$ cat config.mk
export PLATFORM = sky130hd
export DESIGN_NAME = radar_echo_responder
export DESIGN_NICKNAME = d
export VERILOG_FILES = /design/src/rtl/icms_pkg.sv /design/src/rtl/rising_edge_detect.sv /design/src/rtl/radar_echo_responder.sv
export SDC_FILE = /design/constraint.sdc
export NUM_CORES = 1
export LEC_CHECK = 0
export BUFFER_PORTS_ARGS = -buffer_cell sky130_fd_sc_hd__buf_4
export CORE_MARGIN = 2
export CORE_UTILIZATION = 56
export CTS_CLUSTER_SIZE = 12
export DETAILED_ROUTE_END_ITERATION = 12
export PLACE_DENSITY = 0.77
export RECOVER_POWER = 100
export SKIP_LAST_GASP = 1
export SYNTH_ARGS = -nofsm -noshare
export SYNTH_HDL_FRONTEND = slang
export SYNTH_SLANG_ARGS = --single-unit
$ cat constraint.sdc
create_clock -name CLK -period 4.7 [get_ports CLK]
set_input_delay 0.47 -clock CLK [delete_from_list [all_inputs] [get_ports CLK]]
set_output_delay 0.47 -clock CLK [all_outputs]
set_load 0.02 [all_outputs]
$ cat src/rtl/icms_pkg.sv
// Shared scale constants and responder state encoding for the ARTAU radar link.
// The ARTAU side imports the same package so that both ends agree on range units.
package icms_pkg;

  localparam int DIST_W          = 32;
  localparam int DEF_M_PER_CYCLE = 15000;
  localparam int DEF_MAX_RANGE   = 1000000;

  typedef enum logic [1:0] {
    RESP_IDLE   = 2'd0,
    RESP_FLIGHT = 2'd1,
    RESP_ECHO   = 2'd2
  } resp_state_t;

endpackage

$ cat src/rtl/rising_edge_detect.sv
// One-bit rising edge detector. The previous value is registered, and the edge
// pulse is combinational: it is high in the same cycle the input goes high.
module rising_edge_detect (
  input  logic CLK,
  input  logic RST,
  input  logic sig_i,
  output logic edge_o
);

  logic prev_d, prev_q;

  always_comb begin
    prev_d = sig_i;
  end

  // NOTE: clocked state uses non-blocking (<=) so every flop samples pre-edge values.
  always_ff @(posedge CLK) begin
    if (RST) prev_q <= 1'b0;
    else     prev_q <= prev_d;
  end

  assign edge_o = sig_i & ~prev_q;

endmodule

$ cat src/rtl/radar_echo_responder.sv
// Target-side radar responder: returns an echo one round-trip time after each
// accepted trigger, and moves the target by closing_rate after every echo.
module radar_echo_responder
  import icms_pkg::*;
#(
  parameter int M_PER_CYCLE = DEF_M_PER_CYCLE,
  parameter int MAX_RANGE   = DEF_MAX_RANGE,
  parameter int ECHO_WIDTH  = 2
) (
  input  logic        CLK,
  input  logic        RST,
  input  logic        radar_pulse_trigger,
  input  logic        load_target,
  input  logic [31:0] target_range,
  input  logic [15:0] closing_rate,
  output logic        radar_echo,
  output logic        busy,
  output logic [31:0] current_range,
  output logic [7:0]  echo_count,
  output logic [7:0]  missed_count,
  output logic [1:0]  resp_state
);

  localparam int WCNT_W = (ECHO_WIDTH > 1) ? $clog2(ECHO_WIDTH) : 1;
  localparam logic [WCNT_W-1:0] WCNT_LAST = WCNT_W'(ECHO_WIDTH - 1);
  localparam logic [32:0]       M_STEP    = 33'(M_PER_CYCLE);
  localparam logic [31:0]       MAX_R     = 32'(MAX_RANGE);

  logic rise;

  rising_edge_detect u_trig_edge (
    .CLK    (CLK),
    .RST    (RST),
    .sig_i  (radar_pulse_trigger),
    .edge_o (rise)
  );

  resp_state_t        state_d, state_q;
  logic [31:0]        dist_d, dist_q;
  logic [32:0]        acc_d, acc_q;
  logic [WCNT_W-1:0]  wcnt_d, wcnt_q;
  logic               echo_d, echo_q;
  logic               busy_d, busy_q;
  logic [31:0]        range_d, range_q;
  logic [15:0]        rate_d, rate_q;
  logic [7:0]         echo_cnt_d, echo_cnt_q;
  logic [7:0]         missed_d, missed_q;

  logic signed [33:0] range_diff;
  logic [31:0]        range_sat;
  logic               echo_exit;
  logic               miss;

  always_comb begin
    // NOTE: every always_comb output gets a default first, so no path can infer a latch.
    state_d    = state_q;
    dist_d     = dist_q;
    acc_d      = acc_q;
    wcnt_d     = wcnt_q;
    echo_d     = echo_q;
    range_d    = range_q;
    rate_d     = rate_q;
    echo_cnt_d = echo_cnt_q;
    missed_d   = missed_q;
    echo_exit  = 1'b0;
    miss       = 1'b0;

    // Range minus signed closing rate, clamped to 0 .. 2^32-1.
    range_diff = $signed({2'b00, range_q}) - $signed({{18{rate_q[15]}}, rate_q});
    if (range_diff < 0)           range_sat = '0;
    else if (range_diff[32])      range_sat = '1;
    else                          range_sat = range_diff[31:0];

    unique case (state_q)
      RESP_IDLE: begin
        if (rise) begin
          if (range_q > MAX_R) begin
            miss = 1'b1;
          end else begin
            state_d = RESP_FLIGHT;
            dist_d  = range_q;
            acc_d   = M_STEP;
          end
        end
      end
      RESP_FLIGHT: begin
        miss = rise;
        if (acc_q >= {1'b0, dist_q}) begin
          state_d = RESP_ECHO;
          echo_d  = 1'b1;
          wcnt_d  = '0;
        end else begin
          acc_d = acc_q + M_STEP;
        end
      end
      RESP_ECHO: begin
        if (wcnt_q == WCNT_LAST) begin
          echo_exit  = 1'b1;
          state_d    = RESP_IDLE;
          echo_d     = 1'b0;
          echo_cnt_d = echo_cnt_q + 8'd1;
          range_d    = range_sat;
        end else begin
          wcnt_d = wcnt_q + 1'b1;
          miss   = rise;
        end
      end
      default: state_d = RESP_IDLE;
    endcase

    if (load_target) begin
      range_d = target_range;
      rate_d  = closing_rate;
    end

    // A trigger on the ECHO exit edge is accepted and flies with the updated range.
    if (echo_exit && rise) begin
      if (range_d > MAX_R) begin
        miss = 1'b1;
      end else begin
        state_d = RESP_FLIGHT;
        dist_d  = range_d;
        acc_d   = M_STEP;
      end
    end

    if (miss && (missed_q != 8'hFF)) missed_d = missed_q + 8'd1;

    busy_d = (state_d != RESP_IDLE);
  end

  always_ff @(posedge CLK) begin
    if (RST) begin
      state_q    <= RESP_IDLE;
      dist_q     <= '0;
      acc_q      <= '0;
      wcnt_q     <= '0;
      echo_q     <= 1'b0;
      busy_q     <= 1'b0;
      range_q    <= '0;
      rate_q     <= '0;
      echo_cnt_q <= '0;
      missed_q   <= '0;
    end else begin
      state_q    <= state_d;
      dist_q     <= dist_d;
      acc_q      <= acc_d;
      wcnt_q     <= wcnt_d;
      echo_q     <= echo_d;
      busy_q     <= busy_d;
      range_q    <= range_d;
      rate_q     <= rate_d;
      echo_cnt_q <= echo_cnt_d;
      missed_q   <= missed_d;
    end
  end

  assign radar_echo    = echo_q;
  assign busy          = busy_q;
  assign current_range = range_q;
  assign echo_count    = echo_cnt_q;
  assign missed_count  = missed_q;
  assign resp_state    = state_q;

endmodule

==> results of run 1 <==
-- power groups by stage --
stage / Clock, mW / Combinational, mW / Sequential, mW
floorplan: 0 / 0.722 / 1.28
finish: 1.43 / 1.25 / 1.22
detailed placement: 0 / 1.12 / 1.25
global route: 1.48 / 1.32 / 1.23
CTS: 1.43 / 1.14 / 1.22
global placement: 0 / 1.11 / 1.25
-- per-stage QoR --
step	area (um^2)	setup WS [ns]	cells
2_1_floorplan	9390	0.333	1186
3_3_place_gp	10700	-0.139	1513
3_5_place_dp	10700	-0.204	1513
4_1_cts	11400	0.0160	1548
5_1_grt	11500	-0.0687	1560
6_report	11500	0.0284	1560
-- critical path, cell delays in order (launching register included) --
cell and delay [ns]:
dfxtp_2 0.35, clkinvlp_4 0.17, buf_6 0.19, buf_4 0.13, ha_2 0.20, a21oi_2 0.19
o211ai_1 0.15, a2111o_1 0.46, a21o_1 0.21, o211ai_1 0.44, a21oi_2 0.11, a21oi_1 0.18
nand4_1 0.19, a311oi_2 0.42, nor3_4 0.08, buf_4 0.17, nor4_4 0.24, buf_4 0.18
buf_12 0.15, a211oi_1 0.07, a211oi_1 0.26
-- cell families (layout without fill, tap and decap cells) --
group / after synthesis / after routing / share of synthesized area, %
muxes: 38 / 38 / 4.25
DFF: 135 / 135 / 28.8
xor gates and xnor gates: 35 / 35 / 3.26
adders and majority gates: 69 / 69 / 9.27
and+or+nand+nor: 423 / 424 / 22.2
AOI/OAI and AO/OA: 358 / 358 / 26.4
buffers and inverters: 128 / 281 / 5.80
-- layer usage --
layer	vias up	wire [um]
li1	4631	-
met1	4616	13100
met2	530	13400
met3	90	2680
met4	0	1230
met5	-	0
-- state kept, by name (all words and copies together), names as in the netlist --
signal	flops
u_trig_edge.prev_q	1
busy	1
missed_count	8
echo_count	8
wcnt_q	1
resp_state	2
acc_q	33
current_range	32
radar_echo	1
dist_q	32
rate_q	16
-- worst max-delay path by stage --
stage | end | slack [ns] | start | cells past startpoint
5_1_grt | dist_q[3] | -0.07 | current_range[3] | 18
4_1_cts | dist_q[2] | 0.02 | rate_q[15] | 18
6_report | dist_q[2] | 0.03 | rate_q[15] | 20
2_1_floorplan | dist_q[18] | 0.33 | rate_q[15] | 18
3_3_place_gp | dist_q[10] | -0.14 | current_range[0] | 19
3_5_place_dp | acc_q[2] | -0.20 | current_range[0] | 19
-- final cells by class --
cell class	instances	area, um^2	share of cell area [%]
multi-input cells	924	6420	55.7
clock inverters	14	189	1.64
flip-flops and latches	135	2700	23.5
inverters	69	263	2.28
well taps	220	275	2.39
repair buffers	181	1250	10.8
clock buffers	17	425	3.69
-- synth_stat cells (4+ instances only) --
library cell | n | area [um^2]
a22oi_1 | 4 | 30.0
nand2_1 | 102 | 383
and3_1 | 21 | 131
o221ai_1 | 5 | 43.8
o31ai_1 | 10 | 75.1
a21boi_0 | 4 | 30.0
o211a_1 | 4 | 40.0
nor4_1 | 9 | 56.3
clkbuf_1 | 37 | 139
a211oi_1 | 34 | 255
o21bai_1 | 12 | 90.1
a2bb2oi_1 | 8 | 70.1
inv_1 | 67 | 251
a211oi_2 | 10 | 125
xor2_1 | 18 | 158
nor3_1 | 27 | 135
buf_2 | 11 | 55.1
nor2b_1 | 14 | 87.6
or3_1 | 11 | 68.8
a31oi_1 | 10 | 62.6
o211ai_1 | 11 | 82.6
a21o_1 | 19 | 143
or4_1 | 5 | 37.5
o22ai_1 | 5 | 31.3
nand3_1 | 28 | 140
o21ai_1 | 7 | 35.0
nand2b_1 | 17 | 106
o31a_1 | 5 | 43.8
ha_1 | 68 | 851
o2111ai_1 | 5 | 43.8
xnor2_1 | 17 | 149
dfxtp_1 | 135 | 2700
nor2_1 | 128 | 480
o21a_1 | 16 | 120
buf_6 | 6 | 67.6
mux2_2 | 15 | 169
nand4_1 | 24 | 150
and2_1 | 11 | 68.8
a21oi_1 | 93 | 465
and4_1 | 4 | 35.0
a221oi_1 | 4 | 35.0
o21ai_0 | 62 | 310
mux2i_1 | 23 | 230
-- timing repair --
action | CTS | global route
endpoints found under the hold margin | 0 | 0
setup endpoints to repair | 74 | 76
resized for setup | 7 | 59
pin swaps | 1 | 24
buffers inserted | 3 | 10
gates cloned | 1 | 2
==> flow_summary_export.csv, run 1 <==
group,metric,value,unit
status,outcome,"finished, final reports clean",
cts,htree_levels,4,
power,leakagePower,4.69,nW
timing,setup_viol,0,
global_routing,grtUsageMet2,50.5,%
min_path,hold_class,"in2reg",
worst_setup_path,rr_endpoint,"dist_q[2]",
finish,layout-drive-gt1-share,18.9,%
floorplanning,fp.dieW,134,um
timing,fin_setup_tns,0,ns
job,maxCapViolCount,0,
worst_setup_path,regToRegStartpoint,"rate_q[15]",
cts,cts_root_buf,"clkbuf_16",
power,pwr-share-clk,36.6,%
worst_setup_path,crit_type,"reg2reg",
detailed_routing,drt_first_pass_iters,7,
floorplanning,core,0.0165,mm^2
timing,clock_skew,0.00731,ns
cts,tritoncts,"built",
finish,layout_common_cells,"dfxtp_1, nor2_1, buf_4",
worst_setup_path,crit_fanout,17,
timing,relSlewSlack,31.3,%
global_routing,overflow,0,
global_routing,grt_pass1_vias,9057,
floorplanning,die_h,134,um
detailed_routing,drc,0,
power,internal-power,2.52,mW
finish,fin_nets,1449,
detailed_routing,postRouteAntennaNets,0,
yosys,synth.avg_cell_area,7.92,um^2
timing,fin_crit,4.67,ns
placed_design,place_congestion,1.01,
worst_setup_path,critPathRequiredTime,5.03,ns
yosys,synth_area,0.00939,mm^2
global_routing,gr-usage-all-layers,32.8,%
yosys,netlist_instances,1186,
cts,clockBufferDepth,2,
cts,cts_hold_buf,0,
yosys,ys.warnings.count,0,
floorplanning,rows,47,
cts,clk_pin_slew,0.06,ns
global_routing,grt_max_degree,89,
power,ir_worst_vdd,0.310,mV
detailed_routing,avgViaCountPerCell,6.33,
finish,final_common_cell,"dfxtp_1",
power,switching_share,35.4,%
power,comb_power_share,32.0,%
timing,fmax,214,MHz
yosys,synth_flop_cell,"dfxtp_1",
min_path,holdCritStartpoint,"radar_pulse_trigger",
detailed_routing,wirelength,30400,um
yosys,synth_seq_cells,135,
detailed_routing,vias,9867,
finish,syn2layout_area_growth,22.7,%
worst_setup_path,cp-end-kind,"flip-flop",
power,switchingPower,1.38,mW
min_path,hold_path_depth,2,
finish,num_antenna_cells,0,
worst_setup_path,regToRegSetupSlack,0.03,ns
global_routing,top_usage_layer,"met2",
floorplanning,io-pin-count,104,
detailed_routing,drtIter0Drc,1157,
placed_design,dp_hpwl,21400,um
min_path,hold_path_end,"u_trig_edge.prev_q",
timing,holdWs,0.272,ns
timing,hold_viol_final,0,
global_routing,grt_pass1_wl,46500,um
cts,cts_sinks,135,
worst_setup_path,worst_r2r_path_depth,20,
power,power.share.sequential,31.4,%
placed_design,port_buffers,103,
worst_setup_path,critPathArrivalTime,5.00,ns
finish,n_fill_cell,1376,
yosys,yosys.cell_types.count,89,
floorplanning,start_util,57.0,%
cts,clock_latency,0.43,ns
global_routing,globalRouteMet1Util,45.5,%
worst_setup_path,crit_path_start_kind,"flip-flop",
global_routing,antenna_found_initial,0,
floorplanning,die-area,0.0178,mm^2
yosys,yosysSeqAreaShare,28.8,%
detailed_routing,wire_per_inst,19.5,um
yosys,synth_enable_flop_cells,0,
cts,numCtsBuffers,17,
yosys,async_flop_share,0,%
global_routing,use_met3,5.33,%
power,power,3.90,mW
power,p_per_area,338,mW/mm^2
timing,drv_slew,0,
yosys,syn_nets,1307,
finish,utilization,70.0,%
timing,post-route-period-util,99.4,%
timing,worst_pin_slew,1.03,ns
Note: power is estimated with default switching activity, not from simulation.
==> inputs of run 2 (changes only) <==
--- a/config.mk
+++ b/config.mk
@@ -7,4 +7,5 @@
 export LEC_CHECK = 0
 export BUFFER_PORTS_ARGS = -buffer_cell sky130_fd_sc_hd__buf_4
+export CORE_ASPECT_RATIO = 0.7
 export CORE_MARGIN = 2
 export CORE_UTILIZATION = 56
==> constraint.sdc (replaced) <==
create_clock -name CLK -period 4.7 [get_ports CLK]
set_input_delay 0.705 -clock CLK [delete_from_list [all_inputs] [get_ports CLK]]
set_output_delay 0.705 -clock CLK [all_outputs]
set_load 0.02 [all_outputs]
==> flow_summary_export.csv, run 2 (synthesis results as in run 1) <==
group,metric,value,unit
worst_setup_path,crit_family,"simple AND/OR/NAND/NOR gates",
status,outcome,"finished, final reports clean",
cts,clk_pin_slew,0.07,ns
cts,clockBufferDepth,2,
min_path,hold_class,"reg2reg",
worst_setup_path,regToRegSetupSlack,0.06,ns
timing,setup_viol,0,
detailed_routing,drt-met1-wl,15800,um
timing,post-route-period-util,98.6,%
timing,drv_slew,0,
worst_setup_path,path_buf_inv,8,
placed_design,place_congestion,0.994,
floorplanning,fp.dieW,159,um
floorplanning,io-pin-count,104,
min_path,hold_path_end,"dist_q[22]",
detailed_routing,dr_wl_met3,4920,um
worst_setup_path,path_cells,"clkinvlp_4, buf_12, buf_12, ha_4, buf_4, nand2_1, o21ai_2, a2111oi_4, a21oi_2, and3_4, or3_4, buf_12, buf_4, o21ai_1, nand4_1, a311oi_2, nor3_4, nor4_4, buf_4, or2_4, clkbuf_16, nor3_1",
detailed_routing,wire_per_inst,21.4,um
timing,worst_pin_slew,0.892,ns
worst_setup_path,regToRegStartpoint,"rate_q[15]",
floorplanning,rows,39,
timing,fin_setup_tns,0,ns
finish,utilization,75.0,%
detailed_routing,vias,10200,
job,maxCapViolCount,0,
power,power,4.01,mW
timing,fmax,216,MHz
detailed_routing,wl_met2,13300,um
global_routing,grt_pass1_wl,49900,um
placed_design,dp.cells,1559,
finish,largest_reg_flops,33,
floorplanning,core,0.0163,mm^2
placed_design,dpl_cell_area,0.0110,mm^2
timing,clock_skew,0.0107,ns
worst_setup_path,rr_endpoint,"dist_q[30]",
detailed_routing,drtIter0Drc,1429,
detailed_routing,drc,0,
min_path,hold_path_depth,2,
finish,fin_cells,1620,
cts,numCtsBuffers,17,
detailed_routing,avgViaCountPerCell,6.32,
placed_design,port_buffers,103,
finish,syn2layout_area_growth,30.5,%
detailed_routing,wirelength,34700,um
global_routing,gr-usage-all-layers,36.0,%
power,p_per_area,327,mW/mm^2
finish,finalInstanceArea,0.0123,mm^2
timing,relSlewSlack,40.2,%
finish,layout-drive-gt1-share,23.5,%
cts,cts_root_buf,"clkbuf_16",
finish,top_register,"acc_q",
global_routing,overflow,0,
detailed_routing,postRouteAntennaNets,0,
floorplanning,die-area,0.0178,mm^2
global_routing,grt_max_degree,68,
floorplanning,start_util,57.5,%
worst_setup_path,crit_type,"reg2reg",
min_path,holdCritStartpoint,"dist_q[22]",
cts,htree_levels,4,
worst_setup_path,slowest_delay,0.43,ns
worst_setup_path,worst_r2r_path_depth,22,
worst_setup_path,critPathArrivalTime,4.95,ns
finish,fin_nets,1503,
cts,tritoncts,"built",
floorplanning,die_h,112,um
worst_setup_path,crit_slowest_cell,"or3_4",
finish,layout_common_cells,"buf_4, dfxtp_1, nor2_1",
cts,clock_latency,0.44,ns
worst_setup_path,cp-end-kind,"flip-flop",
power,ir_worst_vdd,0.221,mV
placed_design,dp_hpwl,24800,um
power,leakagePower,5.01,nW
finish,num_antenna_cells,0,
timing,hold_viol_final,0,
worst_setup_path,crit_fanout,8,
global_routing,grt_pass1_vias,8973,
worst_setup_path,crit_path_start_kind,"flip-flop",
detailed_routing,top_layer,"met4",
detailed_routing,drt_first_pass_iters,6,
worst_setup_path,critPathRequiredTime,5.02,ns
cts,cts_sinks,135,
global_routing,antenna_found_initial,0,
timing,fin_crit,4.64,ns
finish,final_common_cell,"buf_4",
==> run 2: layer usage <==
| metal | vias up | global-route usage, % |
|---|---|---|
| met2 | 654 | 47.9 |
| met1 | 4792 | 54.0 |
| met5 | - | 0 |
| li1 | 4730 | - |
| met3 | 67 | 13.0 |
| met4 | 0 | 9.30 |
==> run 2: worst min-delay path, stage by stage (launching register included) <==
cell and delay (ns):
dfxtp_1 0.30, inv_1 0.06, nor3_1 0.05
==> run 2: metrics by stage <==
step	hold slack, ns	worst slack (ns)
finish	0.450	0.0649
detailed placement	0.446	-0.334
floorplan	0.428	0.333
global route	0.470	-0.0522
global placement	0.440	-0.375
CTS	0.456	0.0151
==> run 2: worst max path at each step <==
stage / startpoint / end / depth (start not counted)
6_report: rate_q[15] / dist_q[30] / 22
3_5_place_dp: rate_q[15] / acc_q[2] / 17
2_1_floorplan: rate_q[15] / dist_q[18] / 18
4_1_cts: rate_q[15] / dist_q[31] / 23
3_3_place_gp: rate_q[15] / acc_q[2] / 17
5_1_grt: rate_q[15] / acc_q[5] / 23
==> run 2: area by class of cell <==
type,instances,area [um^2]
Clock buffer,17,425
Sequential cell,135,2710
Inverter,69,263
Fill cell,1237,4090
Multi-Input combinational cell,923,6650
Tap cell,225,282
Clock inverter,15,159
Timing Repair Buffer,236,1780
==> run 2: what timing repair did <==
| action | CTS | global route |
|---|---|---|
| endpoints found under the setup margin | 76 | 71 |
| gates cloned | 2 | 4 |
| gates resized for setup | 34 | 63 |
| hold buffers | 0 | 0 |
| pin swaps | 8 | 40 |
| setup buffers | 8 | 16 |
| hold endpoints to repair | 0 | 0 |
==> run 2: power by group <==
group	switching [mW]	total, mW	internal, mW	leakage [nW]
sequential	0.0426	1.23	1.19	1.10
clock	0.602	1.35	0.752	0.284
combinational	0.839	1.43	0.590	3.62
